File: src/rtl/axis_multichannel_downmixer.sv
// Multi-channel AXI4-Stream to mono downmixer: averages or selects one
// channel per TLAST-delimited frame and flags framing errors.
// Ports: S_AXIS_* slave stream in, mix_mode/sel_channel control,
// mono_sample_* valid/ready output, frame_error pulse, err_count counter.
module axis_multichannel_downmixer #(
  parameter int DATA_WIDTH     = 32,
  parameter int NUM_CHANNELS   = 2,
  parameter bit SIGNED_SAMPLES = 1'b1
) (
  input  logic                  S_AXIS_ACLK,
  input  logic                  S_AXIS_ARESETN,
  input  logic                  S_AXIS_TVALID,
  input  logic                  S_AXIS_TLAST,
  input  logic [DATA_WIDTH-1:0] S_AXIS_TDATA,
  output logic                  S_AXIS_TREADY,
  input  logic                  mix_mode,
  input  logic [3:0]            sel_channel,
  input  logic                  mono_sample_ready,
  output logic                  mono_sample_valid,
  output logic [DATA_WIDTH-1:0] mono_sample,
  output logic                  frame_error,
  output logic [15:0]           err_count
);

  localparam int LOGN = $clog2(NUM_CHANNELS);
  localparam int CW   = (LOGN > 0) ? LOGN : 1;
  localparam int AW   = DATA_WIDTH + LOGN;
  localparam logic [CW-1:0] LAST_IDX = CW'(NUM_CHANNELS - 1);
  localparam logic [4:0]    NCH      = 5'(NUM_CHANNELS);

  typedef enum logic {
    COLLECT,
    DISCARD
  } state_t;

  state_t state, state_nxt;

  logic [CW-1:0]         beat_cnt, beat_cnt_nxt;
  logic [AW-1:0]         acc, acc_nxt, ext;
  logic                  mode_q, mode_eff;
  logic [3:0]            chan_q, chan_in, chan_eff;
  logic [DATA_WIDTH-1:0] pick_q, pick_nxt, avg, result;
  logic                  accept, first, at_last;
  logic                  load, err_hit;

  assign first   = (beat_cnt == '0);
  assign at_last = (beat_cnt == LAST_IDX);

  // Stall only the closing beat of a frame while the previous
  // result still waits downstream.
  always_comb begin
    S_AXIS_TREADY = 1'b0;
    if (S_AXIS_ARESETN) begin
      if (state == DISCARD)
        S_AXIS_TREADY = 1'b1;
      else
        S_AXIS_TREADY = !(at_last && mono_sample_valid
                          && !mono_sample_ready);
    end
  end

  assign accept = S_AXIS_TVALID && S_AXIS_TREADY;

  always_comb begin
    if (SIGNED_SAMPLES)
      ext = AW'($signed(S_AXIS_TDATA));
    else
      ext = AW'(S_AXIS_TDATA);
  end

  assign acc_nxt = first ? ext : acc + ext;

  // Arithmetic shift floors signed averages toward minus infinity.
  always_comb begin
    if (SIGNED_SAMPLES)
      avg = DATA_WIDTH'($signed(acc_nxt) >>> LOGN);
    else
      avg = DATA_WIDTH'(acc_nxt >> LOGN);
  end

  // Out-of-range channel indices fall back to channel 0.
  assign chan_in  = ({1'b0, sel_channel} < NCH) ? sel_channel : 4'd0;
  assign mode_eff = first ? mix_mode : mode_q;
  assign chan_eff = first ? chan_in : chan_q;
  assign pick_nxt = (4'(beat_cnt) == chan_eff) ? S_AXIS_TDATA : pick_q;
  assign result   = mode_eff ? pick_nxt : avg;

  always_ff @(posedge S_AXIS_ACLK or negedge S_AXIS_ARESETN) begin
    if (!S_AXIS_ARESETN) begin
      state    <= COLLECT;
      beat_cnt <= '0;
    end else begin
      state    <= state_nxt;
      beat_cnt <= beat_cnt_nxt;
    end
  end

  always_comb begin
    state_nxt    = state;
    beat_cnt_nxt = beat_cnt;
    load         = 1'b0;
    err_hit      = 1'b0;
    unique case (state)
      COLLECT: begin
        if (accept) begin
          unique case (1'b1)
            S_AXIS_TLAST && at_last: begin
              load         = 1'b1;
              beat_cnt_nxt = '0;
            end
            S_AXIS_TLAST && !at_last: begin
              err_hit      = 1'b1;
              beat_cnt_nxt = '0;
            end
            !S_AXIS_TLAST && at_last: begin
              err_hit      = 1'b1;
              beat_cnt_nxt = '0;
              state_nxt    = DISCARD;
            end
            default: beat_cnt_nxt = beat_cnt + CW'(1);
          endcase
        end
      end
      DISCARD: begin
        beat_cnt_nxt = '0;
        if (accept && S_AXIS_TLAST)
          state_nxt = COLLECT;
      end
      default: state_nxt = COLLECT;
    endcase
  end

  always_ff @(posedge S_AXIS_ACLK or negedge S_AXIS_ARESETN) begin
    if (!S_AXIS_ARESETN) begin
      acc    <= '0;
      pick_q <= '0;
      mode_q <= 1'b0;
      chan_q <= '0;
    end else if (accept && state == COLLECT) begin
      acc    <= acc_nxt;
      pick_q <= pick_nxt;
      if (first) begin
        mode_q <= mix_mode;
        chan_q <= chan_in;
      end
    end
  end

  always_ff @(posedge S_AXIS_ACLK or negedge S_AXIS_ARESETN) begin
    if (!S_AXIS_ARESETN) begin
      mono_sample_valid <= 1'b0;
      mono_sample       <= '0;
      frame_error       <= 1'b0;
      err_count         <= '0;
    end else begin
      mono_sample_valid <= load
                           || (mono_sample_valid && !mono_sample_ready);
      if (load)
        mono_sample <= result;
      frame_error <= err_hit;
      if (err_hit && err_count != 16'hFFFF)
        err_count <= err_count + 16'd1;
    end
  end

endmodule

File: config.mk
export PLATFORM = sky130hd
export DESIGN_NAME = axis_multichannel_downmixer
export DESIGN_NICKNAME = d
export VERILOG_FILES = /design/src/rtl/axis_multichannel_downmixer.sv
export SDC_FILE = /design/constraint.sdc
export NUM_CORES = 1
export LEC_CHECK = 0
export CORE_ASPECT_RATIO = 2
export CORE_UTILIZATION = 57
export CTS_CLUSTER_DIAMETER = 80
export DETAILED_ROUTE_END_ITERATION = 12
export PLACE_DENSITY = 0.88
export SLEW_MARGIN = 10
export SYNTH_ARGS = -nofsm -noshare
export SYNTH_HDL_FRONTEND = slang
export SYNTH_SLANG_ARGS = --single-unit
File: constraint.sdc
create_clock -name S_AXIS_ACLK -period 3.58 [get_ports S_AXIS_ACLK]
set_input_delay 1.074 -clock S_AXIS_ACLK [delete_from_list [all_inputs] [get_ports S_AXIS_ACLK]]
set_output_delay 1.074 -clock S_AXIS_ACLK [all_outputs]
set_load 0.02 [all_outputs]
**Yosys cells after proc, flatten, opt, wreduce, memory -nomap -nowiden**

Cells that the tools add are included.

- Register bits: 122
- Latch bits: 0
- ROM bits: 0
- Memories: 0
- Memory bits (writable): 0
- Output and inout bits: 51

- Order comparisons: 1
- Mux-type cells: 21
- Shifts and indexed selects: 0
- Add/sub/neg operators: 3
- $mul: 0
- Bitwise logic cells: 1
- Reductions and logical operators: 17
- Eq/ne operators: 3
- Divide/modulo/power cells: 0

Operator list:

| operator | number |
|---|---|
| $mux 32 | 2 |
| $add 33x33->33 | 1 |
| $mux 33 | 1 |
| $add 16x1->16 const B | 1 |
| $ne 16x16->1 const B | 1 |
| $mux 1 | 14 |
| $logic_and 1x1->1 | 10 |
| $mux 4 | 2 |
| $eq 1x4->1 | 1 |
| $logic_not 1->1 | 4 |
| $lt 4x2->1 const B | 1 |
| $pmux 1 s2 | 2 |
| $reduce_or 3->1 | 1 |
| $ne 2x2->1 const B | 1 |
| $reduce_or 2->1 | 1 |
| $add 1x1->1 const B | 1 |
| $logic_or 1x1->1 | 1 |
| $not 1->1 | 1 |

**Depth between registers and ports, before layout**

Gate-level depths: netlist (run 1).

- Depth in word-level cells: 9
- Depth in mapped cells: 11

**Worst setup path before layout (run 1)**

OpenSTA, ideal clock, no wires.

- Path kind: input-to-reg
- Start point: input S_AXIS_TDATA[0]
- End point: register mono_sample[15]
- Data arrival time: 3,313 ps
- Setup time: 121 ps
- Data required time: 3,459 ps
- Cell stages on the path: 11
- Path buffers: 0
- Path slack: 146 ps
- Cells stage by stage: ha_1 -> fa_1 -> a211oi_2 -> o21ai_1 -> and2_4 -> a221o_2 -> a221oi_2 -> xnor2_1 -> mux2i_1 -> nand2_1 -> a22o_1

- Cells in the longest elaborated chain, start to end: 3

RTL lines:

| element | line | text |
|---|---|---|
| start: declaration | 14 | `input logic [DATA_WIDTH-1:0] S_AXIS_TDATA,` |
| $add 33x33->33 | 71 | `assign acc_nxt = first ? ext : acc + ext;` |
| $mux 33 | 71 |  |
| $mux 32 | 86 | `assign result = mode_eff ? pick_nxt : avg;` |
| end signal: assignment | 159 | `mono_sample <= result;` |
| end: declaration | 20 | `output logic [DATA_WIDTH-1:0] mono_sample,` |

Every way passes these cells.
A chain may end at the register's enable or synchronous reset.

**Final worst setup path (run 1)**

- Start point: input S_AXIS_TDATA[1]
- End point: register mono_sample[30]

Same word-level chain as after synthesis.

==> metrics.md, run 1 <==
| Metric | Value |
|---|---|
| Core area | `12900 um^2` |
| Reg power frac | `0.265` |
| Leak pwr | `4.47 nW` |
| Data required time of the worst path | `3.93 ns` |
| Layout fillers | `between 700 and 800` |
| Clock network fraction of design power | `0.200` |
| Total Power | `8.83 mW` |
| Insertion delay to the later sink of the worst-skew pair | `approximately 0.43 ns` |
| Top-area cell type share of the netlist area | `0.406` |
| EDFF count, synth | `0` |
| Die Height | `165 um` |
| VDD IR-drop max | `639 uV` |
| Max-Slew Margin vs Limit | `0.492` |
| Total wire length | `between 20000 and 25000 um` |
| Pre-CTS setup slack | `-0.591 ns` |
| Cell chosen for the clock root | `clkbuf_16` |
| Cell area after synthesis | `7530 um^2` |
| Path type of the worst min-delay path | `flop to flop` |
| Placed cell areas | `9300 um^2` |
| Proportion of power drawn by combinational gates | `0.535` |
| HPWL reported at the end of detailed placement | `15300 um` |
| FF+latch count, synth | `approximately 120` |
| Final antenna diode count | `0` |
| Switching pwr | `3.66 mW` |
| Result of the run | `completed` |
| Total number of clock tree sinks | `around 120` |
| Skew final | `about 0.012 ns` |
| Number of buffers inserted by hold repair at cts | `0` |
| Post-Route Utilization | `0.773` |
| Startpoint of the most critical register-to-register path | `acc[0]` |
| Global route overflow | `0` |
| Row count | `59` |
| Most common cell after layout, fill and taps aside | `dfrtp_1` |
| Post-synthesis simple-gate area fraction | `0.130` |
| Final Max Slew Viols | `0` |
| Total die area | `13700 um^2` |
| Layout overhead on the synthesized area | `32.7%` |
| Number of levels in the clock H-tree | `4` |
| Last weighted congestion value of the routability-driven placer | `0.973` |
| Ratio of cells with drive above 1 in the final layout | `0.242` |
| Areal power density over the cells | `884 nW/um^2` |
| Overall track demand over capacity in global routing | `0.346` |
| Share of the synthesized netlist area taken by xor and xnor gates | `0.0465` |
| Warnings, synthesis | `0` |
| Time the final worst path needs with I/O delays and setup | `~3.6 ns` |
| Commonest cells after routing, fill and taps aside | `dfrtp_1 (121), buf_4 (103), nand2_1 (95)` |
| Number of antenna violations at the first check in global routing | `0` |
| Avg WL per Cell | `between 20 and 25 um` |
| Adder-cell share of the synthesized area | `0.0625` |
| Maximum buffer depth of the clock tree | `2` |
| Compound-Gate Fraction of Synth Area | `0.194` |
| DRT iter0 DRCs | `approximately 540` |
| Vias in the first global route | `approximately 7.5k` |
| Type of element launching the critical path | `input pin` |
| Count of different cell masters after synthesis | `67` |
| Post-synthesis average cell area | `~9.7 um^2` |
| Max cap viols | `0` |
| Crit. End Element | `flop` |
| Global-route wire length before repair | `approximately 37000 um` |
| DRC violations left | `0` |
| CP Class | `input pin to flop` |
| Final antenna-violating net count | `0` |
| Clock input transition at the sequential cells of the worst setup and hold paths | `approximately 0.07 ns` |
| Initial DRT Pass Iterations | `7` |
| Most used DFF post-synth | `dfrtp_1` |
| Most area-consuming cells after synthesis | `dfrtp_1 (41%), mux2_2 (8.7%), ha_1 (6.0%)` |
| Leading area contributor after synthesis | `dfrtp_1` |
| Multiplexer share of the synthesized area | `0.133` |
| Nets | `1034` |
| Final period utilization | `0.997` |
| Async S/R FF share, synth | `1.00` |
| Number of buffers created by CTS | `17` |
| Upper clock frequency limit | `0.280 GHz` |
| Origin of the worst min-delay path | `mono_sample[24]` |
| Slew @ Worst Pin | `0.760 ns` |
| Cell count after synthesis | `780` |
| Combinational family with the most area after synthesis | `compound AO/OA/AOI/OAI gates` |
| I/O pins | `93` |
| Die W | `between 80 and 90 um` |
| Final hold violation count | `0` |
| Count of endpoints failing setup in the final report | `0` |
| Number of port buffers | `92` |
| Switching part of the total power | `0.414` |
| Crit path DAT | `3.92 ns` |
| TritonCTS clock tree | `done` |
| Largest net degree at the start of global routing | `125` |
| Internal | `between 5 and 6 mW` |
| Syn Nets | `859` |
| Sequential-to-total area share from yosys stat | `0.406` |
| Max FO, Critical Path | `4` |
| Total number of vias | `7243` |
| Min setup slack post-route | `0.0103 ns` |
| Initial core utilization | `0.583` |
| Post-route cell area | `9990 um^2` |
| Startpoint of the most critical setup path | `S_AXIS_TDATA[1]` |
| Via density | `~6.5` |
## through the flow
step	hold slack, ns	setup TNS [ns]	cells
floorplan	0.450	0	780
global placement	0.465	-11.25	1084
detailed placement	0.460	-15.81	1084
CTS	0.482	0	1117
global route	0.493	-0.360	1120
finish	0.478	0	1120
## path summary, 6_finish.rpt
check,cells after the start,to,slack (ns)
max,12,mono_sample[30],0.01
min,2,mono_sample[24],0.48
max reg2reg,11,mono_sample[15],0.66
min reg2reg,2,mono_sample[24],0.48
max in group asynchronous,2,pick_q[12],2.25
min in group asynchronous,2,acc[29],0.84
## cell families (layout without fill, tap and decap cells)
logic type	after synthesis	after routing
AO/OA/AOI/OAI	225	225
multiplexers	92	92
flip-flops	122	122
XOR/XNOR	40	40
AND/OR/NAND/NOR	212	212
buffers and inverters	52	240
adder cells (fa/ha/maj)	37	37
## area by class of cell
type / instances / area, um^2 / area share
Multi-Input combinational cell: 606 / 4340 / 0.434
Tap cell: 152 / 190 / 0.0190
Inverter: 10 / 37.5 / 0.00376
Clock buffer: 17 / 425 / 0.0426
Clock inverter: 15 / 175 / 0.0175
Sequential cell: 122 / 3050 / 0.306
Timing Repair Buffer: 198 / 1770 / 0.177
## worst max-delay path: stages
cell and delay, ns:
clkdlybuf4s50_1 0.47, buf_4 0.18, ha_1 0.28, a21o_1 0.11, a21oi_1 0.10, o21ai_2 0.24, nand4_2 0.22, a21oi_4 0.28
a31oi_4 0.13, o31a_1 0.33, mux2_4 0.33, a31oi_4 0.15
## synthesized netlist by cell type (all sizes together) (5+ instances only)
cell type and count:
a211oi 8, a21o 17, a21oi 68, a31oi 8
and3 8, buf 9, clkbuf 33, dfrtp 122
ha 36, inv 10, mux2 60, mux2i 32
nand2 96, nand2b 7, nand3 18, nand4 10
nor2 43, nor2b 7, nor3 11, o21a 5
o21ai 75, o21bai 7, o31ai 5, xnor2 28
xor2 12
## flip-flops by register name, summed over array words and instances (netlist names)
name / count
mono_sample_valid: 1
at_last: 1
chan_q: 4
frame_error: 1
err_count: 16
mono_sample: 32
pick_q: 32
mode_q: 1
acc: 33
state: 1
## timing repair
action	in CTS	in global routing
endpoints found under the hold margin	0	0
pin swaps	1	4
buffers inserted	1	3
setup endpoints to repair	11	26
resized for setup	5	11
## power by group through the flow
stage / clock, mW / combinational, mW / sequential [mW]
final: 1.77 / 4.73 / 2.34
after floorplan: 0 / 2.53 / 2.45
after CTS: 1.77 / 4.55 / 2.32
after global routing: 1.82 / 5.04 / 2.39
after detailed placement: 0 / 4.39 / 2.33
after global placement: 0 / 4.26 / 2.29
## layer usage
metal / up-vias / share of wire / track usage
li1: 3174 / - / -
met1: 3504 / 0.34 / 0.336
met2: 404 / 0.53 / 0.632
met3: 161 / 0.056 / 0.0680
met4: 0 / 0.077 / 0.279
met5: - / 0 / 0
Power figures use the tool's default switching activity.
==> run 2, diff against run 1 <==
Settings changed: CORE_ASPECT_RATIO 2 to unset.
==> metrics.md, run 2 (synthesized netlist as in run 1, its figures left out) <==
| Metric | Value |
|---|---|
| Pre-CTS setup slack | `-0.665 ns` |
| DRT iter0 DRCs | `roughly 640` |
| Global-route wire length before repair | `between 30000 and 40000 um` |
| I/O pins | `a little over 90` |
| Nets | `1025` |
| Max-Slew Margin vs Limit | `0.524` |
| Skew final | `around 0.009 ns` |
| Max cap viols | `0` |
| Path type of the worst min-delay path | `flop to flop` |
| Non-filler instance count after layout | `~1.1k` |
| Count of endpoints failing setup in the final report | `0` |
| Via density | `6.20` |
| Clock input transition at the sequential cells of the worst setup and hold paths | `0.05 ns` |
| Areal power density over the cells | `877 nW/um^2` |
| Reg power frac | `0.267` |
| Met2 Use GR | `0.574` |
| CP Class | `input pin to flop` |
| Die Height | `117 um` |
| Final period utilization | `0.974` |
| Number of buffers created by CTS | `17` |
| Total wire length | `22700 um` |
| Maximum buffer depth of the clock tree | `2` |
| Leak pwr | `4.44 nW` |
| Layout overhead on the synthesized area | `32.1%` |
| Upper clock frequency limit | `about 0.29 GHz` |
| Number of port buffers | `between 90 and 100` |
| Avg WL per Cell | `approximately 20 um` |
| Number of instances in the placed design | `1097` |
| Switching part of the total power | `0.395` |
| Switching pwr | `3.44 mW` |
| Number of antenna violations at the first check in global routing | `0` |
| Result of the run | `completed` |
| Hold_ws | `0.480 ns` |
| Core area | `~13000 um^2` |
| Crit path DAT | `3.81 ns` |
| Met3 Track Usage GR | `0.0839` |
| Final antenna diode count | `0` |
| Number of levels in the clock H-tree | `4` |
| Time the final worst path needs with I/O delays and setup | `3.49 ns` |
| Row count | `41` |
| Register name with the most flops | `acc` |
| Clock network fraction of design power | `0.204` |
| DRC violations left | `0` |
| Type of element launching the critical path | `input pin` |
| Data required time of the worst path | `between 3 and 4 ns` |
| Overall track demand over capacity in global routing | `0.344` |
| Number of buffers inserted by hold repair at cts | `0` |
| Cell chosen for the clock root | `clkbuf_16` |
| HPWL reported at the end of detailed placement | `14200 um` |
| VDD IR-drop max | `482 uV` |
| Layer with the highest usage | `met2` |
| Largest net degree at the start of global routing | `125` |
| Die W | `about 120 um` |
| Flip-flop count of the largest register after layout | `33` |
| Total number of clock tree sinks | `122` |
| Largest registers | `acc: 33 flops, mono_sample: 32 flops, pick_q: 32 flops` |
| Final Max Slew Viols | `0` |
| Post-Route Utilization | `0.782` |
| Placed cell areas | `9250 um^2` |
| Min setup slack post-route | `between 0.09 and 0.1 ns` |
| Final antenna-violating net count | `0` |
| TritonCTS clock tree | `done` |
| Post-route cell area | `9950 um^2` |
| Total die area | `around 14000 um^2` |
| Total Power | `8.72 mW` |
| Proportion of power drawn by combinational gates | `0.529` |
| Initial DRT Pass Iterations | `5` |
| Slew @ Worst Pin | `0.708 ns` |
| Vias in the first global route | `a little over 7k` |
| Commonest cells after routing, fill and taps aside | `dfrtp_1 (121), buf_4 (96), nand2_1 (95)` |
| Total number of vias | `7010` |
| Internal | `roughly 5.3 mW` |
| Final hold violation count | `0` |
| Max FO, Critical Path | `4` |
| Global route overflow | `0` |
| Met1 track demand over resource | `0.419` |
| Setup Total Neg Slack | `0 ns` |
| Insertion delay to the later sink of the worst-skew pair | `0.43 ns` |
| Last weighted congestion value of the routability-driven placer | `0.913` |
| Ratio of cells with drive above 1 in the final layout | `0.235` |
| Initial core utilization | `0.592` |
| Crit. End Element | `flop` |
| Most common cell after layout, fill and taps aside | `dfrtp_1` |
-- run 2: path summary, 6_finish.rpt --
path | start | end | slack [ns] | cells after the start
min in group asynchronous | S_AXIS_ARESETN | pick_q[31] | 0.82 | 2
worst max-delay path | S_AXIS_TDATA[2] | mono_sample[22] | 0.09 | 12
worst min register to register | mono_sample[24] | mono_sample[24] | 0.48 | 2
worst max register to register | acc[0] | mono_sample[15] | 0.67 | 11
max in group asynchronous | S_AXIS_ARESETN | acc[25] | 2.24 | 2
worst min-delay path | mono_sample[24] | mono_sample[24] | 0.48 | 2
-- run 2: area by class of cell --
cell class                      count  area, um^2
Tap cell                          172         215
Inverter                           10        37.5
Sequential cell                   122        3050
Clock inverter                      8         118
Timing Repair Buffer              189        1680
Multi-Input combinational cell    606        4360
Fill cell                         809        2780
Clock buffer                       23         488
-- run 2: worst max-delay path, stage by stage --
cell             delay, ns
clkdlybuf4s50_1       0.45
ha_1                  0.43
a21oi_1               0.12
buf_4                 0.16
o21ai_2               0.17
nand4_2               0.17
a21oi_4               0.24
a31oi_4               0.13
buf_4                 0.17
o211ai_1              0.24
o31ai_1               0.15
o31ai_1               0.29
-- run 2: per-layer routing --
layer | up-vias | wire (um)
li1 | 3151 | -
met1 | 3390 | 8810
met2 | 373 | 11200
met3 | 96 | 1830
met4 | 0 | 896
met5 | - | 0
-- run 2: power groups by stage --
stage | logic, mW | clock network, mW | registers (mW)
2_1_floorplan | 2.53 | 0 | 2.45
3_3_place_gp | 4.15 | 0 | 2.28
3_5_place_dp | 4.29 | 0 | 2.31
4_1_cts | 4.43 | 1.78 | 2.31
5_1_grt | 4.94 | 1.84 | 2.38
6_report | 4.61 | 1.78 | 2.33
-- run 2: repair_timing --
item	in CTS	in global routing
setup buffers	1	1
gates cloned	0	0
gates resized for setup	4	17
pin swaps	4	11
hold endpoints to repair	0	0
endpoints found under the setup margin	17	28
